**src/rtl/axis_load_tg.sv**
```systemverilog
// axis_load_tg: AXI-Stream load generator for one mesh endpoint.
// Emits single-flit {timestamp, seq} packets to LFSR-chosen destinations.
module axis_load_tg #(
    parameter int unsigned SEED        = 2,
    parameter int          COUNT_WIDTH = 32,
    parameter int          TID         = 0,
    parameter int          TDATA_WIDTH = 64,
    parameter int          TDEST_WIDTH = 4,
    parameter int          TID_WIDTH   = 4,
    parameter int          NUM_ROUTERS = 16,
    parameter int          QUEUE_DEPTH = 16,
    parameter int          ALLOW_SELF  = 1
) (
    input  logic                               clk,
    input  logic                               rst_n,
    input  logic [15:0]                        load,
    input  logic [COUNT_WIDTH-1:0]             num_packets,
    input  logic                               start,
    input  logic [TDATA_WIDTH/2-1:0]           ticks,
    output logic                               done,
    output logic [NUM_ROUTERS*COUNT_WIDTH-1:0] sent_packets,
    output logic [COUNT_WIDTH-1:0]             total_sent_packets,
    output logic [COUNT_WIDTH-1:0]             stall_cycles,
    output logic                               axis_out_tvalid,
    input  logic                               axis_out_tready,
    output logic [TDATA_WIDTH-1:0]             axis_out_tdata,
    output logic                               axis_out_tlast,
    output logic [TID_WIDTH-1:0]               axis_out_tid,
    output logic [TDEST_WIDTH-1:0]             axis_out_tdest
);

    localparam int HW  = TDATA_WIDTH / 2;
    localparam int QAW = $clog2(QUEUE_DEPTH);
    localparam int EW  = TDEST_WIDTH + TDATA_WIDTH;

    localparam logic [31:0] SEED_W  = 32'(SEED);
    localparam logic [31:0] SEED2_W = 32'(SEED * 3 + 1);
    localparam logic [15:0] L1_SEED =
        (SEED_W[15:0] == 16'd0) ? 16'd1 : SEED_W[15:0];
    localparam logic [15:0] L2_SEED =
        (SEED2_W[15:0] == 16'd0) ? 16'd1 : SEED2_W[15:0];

    localparam logic [TDEST_WIDTH:0] NR   = (TDEST_WIDTH+1)'(NUM_ROUTERS);
    localparam logic [TDEST_WIDTH:0] SELF = (TDEST_WIDTH+1)'(TID);

    localparam logic [1:0] S_IDLE  = 2'd0;
    localparam logic [1:0] S_RUN   = 2'd1;
    localparam logic [1:0] S_DRAIN = 2'd2;
    localparam logic [1:0] S_DONE  = 2'd3;

    function automatic logic [15:0] lfsr_step(input logic [15:0] v);
        return v[0] ? ((v >> 1) ^ 16'hB400) : (v >> 1);
    endfunction

    logic [1:0]             state_q, state_d;
    logic [15:0]            l1_q, l1_d;
    logic [15:0]            l2_q, l2_d;
    logic [COUNT_WIDTH-1:0] gen_q, gen_d;
    logic [COUNT_WIDTH-1:0] stall_q, stall_d;
    logic [COUNT_WIDTH-1:0] total_q, total_d;
    logic [NUM_ROUTERS-1:0][COUNT_WIDTH-1:0] sent_q, sent_d;
    logic [QAW:0]           wr_q, wr_d;
    logic [QAW:0]           rd_q, rd_d;
    logic                   ovalid_q, ovalid_d;
    logic [TDATA_WIDTH-1:0] odata_q, odata_d;
    logic [TDEST_WIDTH-1:0] odest_q, odest_d;
    logic [EW-1:0]          mem_q [QUEUE_DEPTH];

    logic                   running, remaining, attempt;
    logic                   q_empty, q_full, hs, pop, push, stall;
    logic [TDEST_WIDTH:0]   dest_ext;
    logic [EW-1:0]          entry;

    assign running   = (state_q == S_RUN);
    assign remaining = (gen_q != num_packets);
    assign attempt   = running && remaining && (l1_q <= load);
    assign q_empty   = (wr_q == rd_q);
    assign q_full    = (wr_q[QAW] != rd_q[QAW]) &&
                       (wr_q[QAW-1:0] == rd_q[QAW-1:0]);
    assign hs        = ovalid_q && axis_out_tready;
    // A pop on a full queue frees the slot the same-cycle push needs.
    assign pop       = !q_empty && (!ovalid_q || axis_out_tready);
    assign push      = attempt && (!q_full || pop);
    assign stall     = attempt && q_full && !pop;

    always_comb begin
        dest_ext = {1'b0, l2_q[TDEST_WIDTH-1:0]};
        if (dest_ext >= NR) dest_ext = dest_ext - NR;
        if (ALLOW_SELF == 0 && dest_ext == SELF) begin
            dest_ext = (dest_ext + 1'b1 == NR) ? '0 : dest_ext + 1'b1;
        end
    end

    assign entry = {dest_ext[TDEST_WIDTH-1:0], ticks, gen_q[HW-1:0]};

    always_comb begin
        state_d  = state_q;
        l1_d     = l1_q;
        l2_d     = l2_q;
        gen_d    = gen_q;
        stall_d  = stall_q;
        total_d  = total_q;
        sent_d   = sent_q;
        wr_d     = wr_q;
        rd_d     = rd_q;
        ovalid_d = ovalid_q;
        odata_d  = odata_q;
        odest_d  = odest_q;

        if (running) l1_d = lfsr_step(l1_q);
        if (push) begin
            wr_d  = wr_q + 1'b1;
            l2_d  = lfsr_step(l2_q);
            gen_d = gen_q + 1'b1;
        end
        if (stall) stall_d = stall_q + 1'b1;

        if (pop) begin
            rd_d               = rd_q + 1'b1;
            ovalid_d           = 1'b1;
            {odest_d, odata_d} = mem_q[rd_q[QAW-1:0]];
        end else if (hs) begin
            ovalid_d = 1'b0;
        end

        if (hs) begin
            total_d = total_q + 1'b1;
            for (int i = 0; i < NUM_ROUTERS; i++) begin
                if (odest_q == TDEST_WIDTH'(i)) sent_d[i] = sent_q[i] + 1'b1;
            end
        end

        unique case (state_q)
            S_IDLE: begin
                if (start) begin
                    state_d = S_RUN;
                    gen_d   = '0;
                    stall_d = '0;
                    total_d = '0;
                    sent_d  = '0;
                end
            end
            S_RUN:   if (!remaining) state_d = S_DRAIN;
            S_DRAIN: if (q_empty && !ovalid_q) state_d = S_DONE;
            S_DONE:  if (!start) state_d = S_IDLE;
            default: state_d = S_IDLE;
        endcase
    end

    always_ff @(posedge clk) begin
        if (!rst_n) begin
            state_q  <= S_IDLE;
            l1_q     <= L1_SEED;
            l2_q     <= L2_SEED;
            gen_q    <= '0;
            stall_q  <= '0;
            total_q  <= '0;
            sent_q   <= '0;
            wr_q     <= '0;
            rd_q     <= '0;
            ovalid_q <= 1'b0;
            odata_q  <= '0;
            odest_q  <= '0;
        end else begin
            state_q  <= state_d;
            l1_q     <= l1_d;
            l2_q     <= l2_d;
            gen_q    <= gen_d;
            stall_q  <= stall_d;
            total_q  <= total_d;
            sent_q   <= sent_d;
            wr_q     <= wr_d;
            rd_q     <= rd_d;
            ovalid_q <= ovalid_d;
            odata_q  <= odata_d;
            odest_q  <= odest_d;
        end
    end

    always_ff @(posedge clk) begin
        if (push) mem_q[wr_q[QAW-1:0]] <= entry;
    end

    assign done               = (state_q == S_DONE);
    assign sent_packets       = sent_q;
    assign total_sent_packets = total_q;
    assign stall_cycles       = stall_q;
    assign axis_out_tvalid    = ovalid_q;
    assign axis_out_tdata     = odata_q;
    assign axis_out_tlast     = ovalid_q;
    assign axis_out_tid       = TID_WIDTH'(TID);
    assign axis_out_tdest     = odest_q;

endmodule
```
**config.mk**
```make
export PLATFORM = sky130hd
export DESIGN_NAME = axis_load_tg
export DESIGN_NICKNAME = d
export VERILOG_FILES = /design/src/rtl/axis_load_tg.sv
export SDC_FILE = /design/constraint.sdc
export NUM_CORES = 2
export LEC_CHECK = 0
export CAP_MARGIN = 40
export CORE_AREA = 2 2 459 461
export CTS_CLUSTER_SIZE = 20
export DETAILED_ROUTE_END_ITERATION = 10
export DIE_AREA = 0 0 461 463
export PLACE_DENSITY_LB_ADDON = 0.2
export SYNTH_ARGS = -nofsm -noshare
export SYNTH_HDL_FRONTEND = slang
export SYNTH_SLANG_ARGS = --single-unit
```
**constraint.sdc**
```tcl
create_clock -name clk -period 13.84 [get_ports clk]
set_input_delay 2.768 -clock clk [delete_from_list [all_inputs] [get_ports clk]]
set_output_delay 2.768 -clock clk [all_outputs]
set_load 0.03 [all_outputs]
```
[Word level (Yosys, flattened, before mapping)]
Memory sizes are Yosys's and may differ from the RTL's. A register that Yosys moved wholly into a read port is not among the register bits.
Cells that the tools add are included.
Word-level totals
  memory bits (read-only): 0
  bits of input ports: 84
  word-level logic and storage cells: 135
  bits in latches: 0
  output and inout bits: 651
  memory bits (writable): 1088
  register bits after elaboration: 653
  memories kept: 1
Operators by class
  eq/ne operators: 26
  reduce and logical (&&, ||, !) cells: 20
  muxes and demuxes: 39
  shift operators: 0
  bitwise logic cells: 2
  $add $sub $neg: 21
  div/mod/pow operators: 0
  magnitude comparators: 1
  multiply operators: 0
Memories
  mem_q: words 16, bits a word 68, read ports 1, clocked after memory_dff 1, wr ports 1, RTL line 67  | logic [EW-1:0] mem_q [QUEUE_DEPTH];
Operators by type and width (number)
  512-bit two-way mux: 3
  32-bit two-way mux: 25
  32-bit by 1-bit adder with 32-bit output, second input constant: 19
  4-bit == test, second input constant: 8
  16-bit two-way mux: 2
  32-bit != test: 1
  4-bit by 3-bit == test with 1-bit output, second input constant: 4
  16-bit less-or-equal comparator: 1
  5-bit by 1-bit adder with 5-bit output, second input constant: 2
  1-bit logical AND: 9
  4-bit by 2-bit == test with 1-bit output, second input constant: 2
  2-bit two-way mux: 4
  2-bit != test, second input constant: 4
  3-bit NOT with 4-bit output: 2
  2-bit one-hot mux with 4 select lines: 1
  5-bit == test: 1
  1-bit logical NOT: 5
  2-bit == test, second input constant: 2
  4-bit by 1-bit == test with 1-bit output, second input constant: 1
  4-bit == test: 1
  4-bit logical NOT: 1
  1-bit two-way mux: 4
  4-bit AND reduction: 1
  2-bit by 1-bit == test with 1-bit output, second input constant: 1
  other kinds (4): 5

[Depth between registers and ports, before layout]
  word-level depth: 8
  depth in mapped cells: 13
  gate-level depth less buffers: 9

[Least setup slack after synthesis]
Ideal clock, no wire load.
  path type: input port to flip-flop
  start point: in load[7]
  end point: mem mem_q[3][0] (netlist name), enable pin
  path buffers: 1
  setup slack: 4193 ps
  required time: 13262 ps
  stages on the path: 10
  arrival: 9069 ps
  setup time: 578 ps
  cells stage by stage: inv_1 ha_1 a21oi_1 o21ai_0 a221oi_1 nor3_1 nor3_1 clkbuf_1 nand2_1 nor3_1
On the way
  cells in the longest elaborated chain, start to end: 5
RTL lines
  from (decl): RTL line 16  | input logic [15:0] load,
  16-bit less-or-equal comparator: RTL line 76  | assign attempt = running && remaining && (l1_q <= load);
  1-bit logical AND: RTL line 76
  1-bit logical AND: RTL line 83  | assign push = attempt && (!q_full || pop);
  1-bit two-way mux: RTL line 181  | if (push) mem_q[wr_q[QAW-1:0]] <= entry;
  1-bit two-way mux (not written as such): RTL line 181
  to (decl): RTL line 67
No other way between the ends.

[Worst setup path after layout]
  start point: in load[7]
  end point: mem mem_q[11][8] (netlist name), enable pin
Same word-level chain as after synthesis.

==> reports/qor_table.md <==
| Stage | Parameter | Value |
| --- | --- | --- |
| clocking | Post-CTS Hold Fix Bufs | 0 |
| yosys | Post-synth EDFFs | 1088 |
| status | Outcome | complete, no violations |
| floorplan | Standard-cell rows | 168 |
| critical path | Cell breakdown of the critical path | clkdlybuf4s50_1 -> inv_1 -> ha_1 -> a21oi_1 -> o21ai_0 -> a221oi_1 -> nor3_1 -> buf_4 -> nor3_2 -> buf_4 -> and3_4 -> buf_4 |
| critical path | Startpoint kind of the worst setup timing path | primary input |
| critical path | Endpoint of the lowest-slack register-to-register path | mem_q[11][8]$_DFFE_PP_ |
| route | Detailed-router iteration count before antenna repair | 6 |
| yosys | Async S/R FF share, synth | 0% |
| clocking | Clock latency on the worst-skew pair | 0.86 ns |
| floorplan | Core Box Area | 208500 sq um |
| yosys | Synth top cells by count | 1088 x sky130_fd_sc_hd__edfxtp_1, 721 x sky130_fd_sc_hd__dfxtp_1, 543 x sky130_fd_sc_hd__nor2_1 |
| critical path | Flop-to-flop setup slack | 9.16 ns |
| sta | Slew Viols, Final | 0 |
| yosys | Cell taking the most area after synthesis | sky130_fd_sc_hd__edfxtp_1 |
| sta | Final Cycle Share | 45.43% |
| global routing | Total grt overflow | 0 |
| yosys | Number of register bits inferred by synthesis | 1809 |
| yosys | Top post-synthesis cells by area | sky130_fd_sc_hd__edfxtp_1 45%, sky130_fd_sc_hd__dfxtp_1 20%, sky130_fd_sc_hd__mux4_2 11% |
| sta | Max Clk Rate | 159.0 MHz |
| global routing | Largest net degree at the start of global routing | 217 |
| hold path | Worst hold-check path type | reg -> reg |
| clocking | Count of instances resized after the clock tree is built | 0 |
| placed design | Total placed cells including tap cells | 8661 |
| power and ir drop | IR Drop Worst-Case VDD | 139.5 uV |
| route | Number of routed nets with antenna violations | 0 |
| placed design | Detailed-placement wirelength estimate | 156500 microns |
| critical path | Crit-path most repeated cell | sky130_fd_sc_hd__buf_4 |
| yosys | Main flop type after synthesis | sky130_fd_sc_hd__edfxtp_1 |
| power and ir drop | PwrDens | 155.6 nW/um^2 |
| floorplan | Chip height | 463 microns |
| sta | Measured slew at the worst slew-check pin | 1.195 ns |
| yosys | Number of different library cells in the post-synthesis netlist | 62 |
| route | Average routed wire per standard cell | 24.96 microns |
| critical path | Top delay family on crit path | buffers and inverters |
| yosys | Share of synthesized area occupied by flip-flops and latches | 64.87% |
| floorplan | I/O pin total | 735 |
| power and ir drop | Static leakage | 29.21 nW |
| clocking | Clock buffers created by TritonCTS | 192 |
| route | Vias per std cell | 5.127 |
| yosys | Synthesized netlist cell count | 5269 |
| hold path | Endpoint with the worst hold slack | axis_out_tdata[27]$_SDFFE_PN0P_ |
| run | Number of max-capacitance violations reported | 0 |
| clocking | CTS Sinks | 1809 |
| critical path | Max stage delay on crit path | 0.78 ns |
| global routing | First-pass GRT wire length | 324700 microns |
| sta | Shortest period the worst path allows | 6.288 ns |
| sta | Worst rel slew slack | 20.36% |
| sta | Final setup TNS | 0 ns |
| sta | Final setup violating endpoints | 0 |
| yosys | Number of warnings printed during yosys synthesis | 0 |
| hold path | Hold Path Stages | 2 |
| yosys | Portion of synthesized cell area occupied by the leading cell type | 44.99% |
| placed design | GP Congestion | 0.9122 |
| floorplan | Die footprint | 213400 sq um |
| global routing | Overall Global Routing Usage | 20.72% |
| cells and area | Final-stage net count | 6179 |
| route | Drt first-iter violations | 3803 |
| clocking | Post-CTS setup repair buffer count | 0 |
| sta | RSZ-0062 raised after global routing | false |
| clocking | Clock transition at the register clock pins on the worst setup and hold paths after CTS | 0.06 ns |
| placed design | Placed cell area | 83580 sq um |
| floorplan | Starting Density | 34.83% |
| critical path | Slowest cell on the critical path | sky130_fd_sc_hd__and3_4 |
| clocking | Maximum buffer depth of the clock tree | 3 |
| critical path | Source of the critical timing path | load[7] |
| clocking | CTS tree | built |
| cells and area | Core occupancy in the finished layout | 43.24% |
| critical path | Data arrival at the endpoint of the critical path | 6.71 ns |
| placed design | Count of input and output buffers | 730 |
| sta | Setup clock skew after layout | 0.07989 ns |
| clocking | Total number of H-tree levels | 4 |
| floorplan | Width of the die | 461 microns |
| critical path | Endpoint required time on the critical path | 14.26 ns |
| critical path | Worst Reg-to-Reg Cells | 9 |
| clocking | Root Buffer Master | sky130_fd_sc_hd__clkbuf_16 |
| critical path | Worst path buffer plus inverter count | 5 |
| critical path | Startpoint of the most critical register-to-register path | gen_q[0]$_SDFF_PN0_ |
| yosys | Syn Area/Cell | 13.78 sq um |
| cells and area | Area added between synthesis and finish | 24.17% |
| route | Residual DRC | 0 |
| global routing | Via count of the first global-routing pass | 44490 |
| sta | Final Hold Fails | 0 |
| sta | Worst hold margin | 0.4604 ns |
| yosys | Post-synthesis instance area | 72620 sq um |
| cells and area | FILL cells | 18990 |
| cells and area | Post-layout instance count excluding filler cells | 9022 |
| cells and area | Design area | 90170 sq um |
| hold path | HP Start | axis_out_tdata[27]$_SDFFE_PN0P_ |
| critical path | Critical Path Fanout Max | 49 |
| critical path | CP Capture Type | flip-flop |
| cells and area | Ratio of cells with drive above 1 in the final layout | 12.77% |
| global routing | Initial antenna violation count | 11 |
| route | Overall via count from detail_route | 46260 |
| yosys | Most common cell in the netlist | sky130_fd_sc_hd__edfxtp_1 |
| critical path | Type of the worst setup path | in -> reg |
| route | Routed wire length | 225200 microns |
cell families after synthesis:
logic type	Yosys count	share of synthesized area, %
flip-flops	1809	64.87
other	1	0.005164
AND/OR/NAND/NOR	1835	12.49
buffers and inverters	318	1.757
multiplexers	369	10.94
XOR/XNOR	489	5.898
adder cells (fa/ha/maj)	44	0.7581
AO/OA/AOI/OAI	404	3.277
layout make-up:
class	count	area (sq um)	area share (%)
diodes	6	15.01	0.01665
clock buffers	259	5276	5.851
clock inverters	95	1296	1.438
inverters	80	300.3	0.3330
multi-input cells	3145	24350	27.01
flip-flops and latches	1809	47120	52.26
well taps	2805	3510	3.892
repair buffers	823	8300	9.205
report_power, final:
group          internal (mW)  leakage [nW]  total, mW  switching [mW]
sequential              5.93          16.2       6.10           0.164
clock                   3.08          3.17       5.32            2.24
combinational           1.03          9.86       2.61            1.58
stage by stage:
stage               worst slack [ns]  power, mW
CTS                            7.514      14.23
floorplan                      4.193      7.825
global placement               6.395      8.819
finish                         7.552      14.03
global route                   7.399      14.57
detailed placement             6.623      8.897
layout by cell type (no fill, tap or decap), types with 25 or more instances in the layout:
cell type / n
sky130_fd_sc_hd__edfxtp_1: 1088
sky130_fd_sc_hd__clkbuf_1: 45
sky130_fd_sc_hd__o21ai_0: 132
sky130_fd_sc_hd__nand3_1: 180
sky130_fd_sc_hd__and3_1: 101
sky130_fd_sc_hd__nand2_1: 467
sky130_fd_sc_hd__or3_1: 122
sky130_fd_sc_hd__clkdlybuf4s50_1: 729
sky130_fd_sc_hd__a21boi_0: 81
sky130_fd_sc_hd__and2_1: 40
sky130_fd_sc_hd__inv_1: 80
sky130_fd_sc_hd__xor2_1: 309
sky130_fd_sc_hd__clkinv_2: 27
sky130_fd_sc_hd__nor3_1: 32
sky130_fd_sc_hd__buf_4: 73
sky130_fd_sc_hd__and4_1: 56
sky130_fd_sc_hd__clkbuf_16: 192
sky130_fd_sc_hd__mux4_2: 340
sky130_fd_sc_hd__xnor2_1: 180
sky130_fd_sc_hd__ha_1: 44
sky130_fd_sc_hd__nor2_1: 542
sky130_fd_sc_hd__nor4_1: 25
sky130_fd_sc_hd__mux2i_1: 29
sky130_fd_sc_hd__a21oi_1: 146
sky130_fd_sc_hd__nand4_1: 129
sky130_fd_sc_hd__dfxtp_1: 716
how the worst max path moves through the flow:
stage / end / slack [ns] / cells after the start
detailed placement: mem_q[11][48]$_DFFE_PP_ / 6.62 / 9
CTS: mem_q[11][8]$_DFFE_PP_ / 7.51 / 9
floorplan: mem_q[3][0]$_DFFE_PP_ / 4.19 / 10
global route: mem_q[11][8]$_DFFE_PP_ / 7.40 / 11
finish: mem_q[11][8]$_DFFE_PP_ / 7.55 / 12
global placement: mem_q[9][48]$_DFFE_PP_ / 6.40 / 9
per-layer routing:
metal	up-vias	routed length (microns)	GRT usage (%)
met2	1212	109500	34.46
li1	21080	-	-
met5	-	30	0
met3	344	13030	4.179
met1	23620	93280	26.44
met4	4	9335	8.107
sequential cells by signal (all words and copies together) (netlist names), 16 cells and up:
register	count
l2_q	16
stall_cycles	32
total_sent_packets	32
mem_q	1088
sent_packets	512
l1_q	16
gen_q	32
axis_out_tdata	64
worst register-to-register path, cell delays in order, from the launching register on:
cell,delay (ns)
sky130_fd_sc_hd__dfxtp_1,0.91
sky130_fd_sc_hd__xor2_1,0.25
sky130_fd_sc_hd__buf_4,0.22
sky130_fd_sc_hd__nor4_1,0.08
sky130_fd_sc_hd__nand4_1,0.48
sky130_fd_sc_hd__o211ai_1,0.21
sky130_fd_sc_hd__nor3_2,0.13
sky130_fd_sc_hd__buf_4,0.46
sky130_fd_sc_hd__and3_4,0.81
sky130_fd_sc_hd__buf_4,0.70
Power figures use the tool's default switching activity.
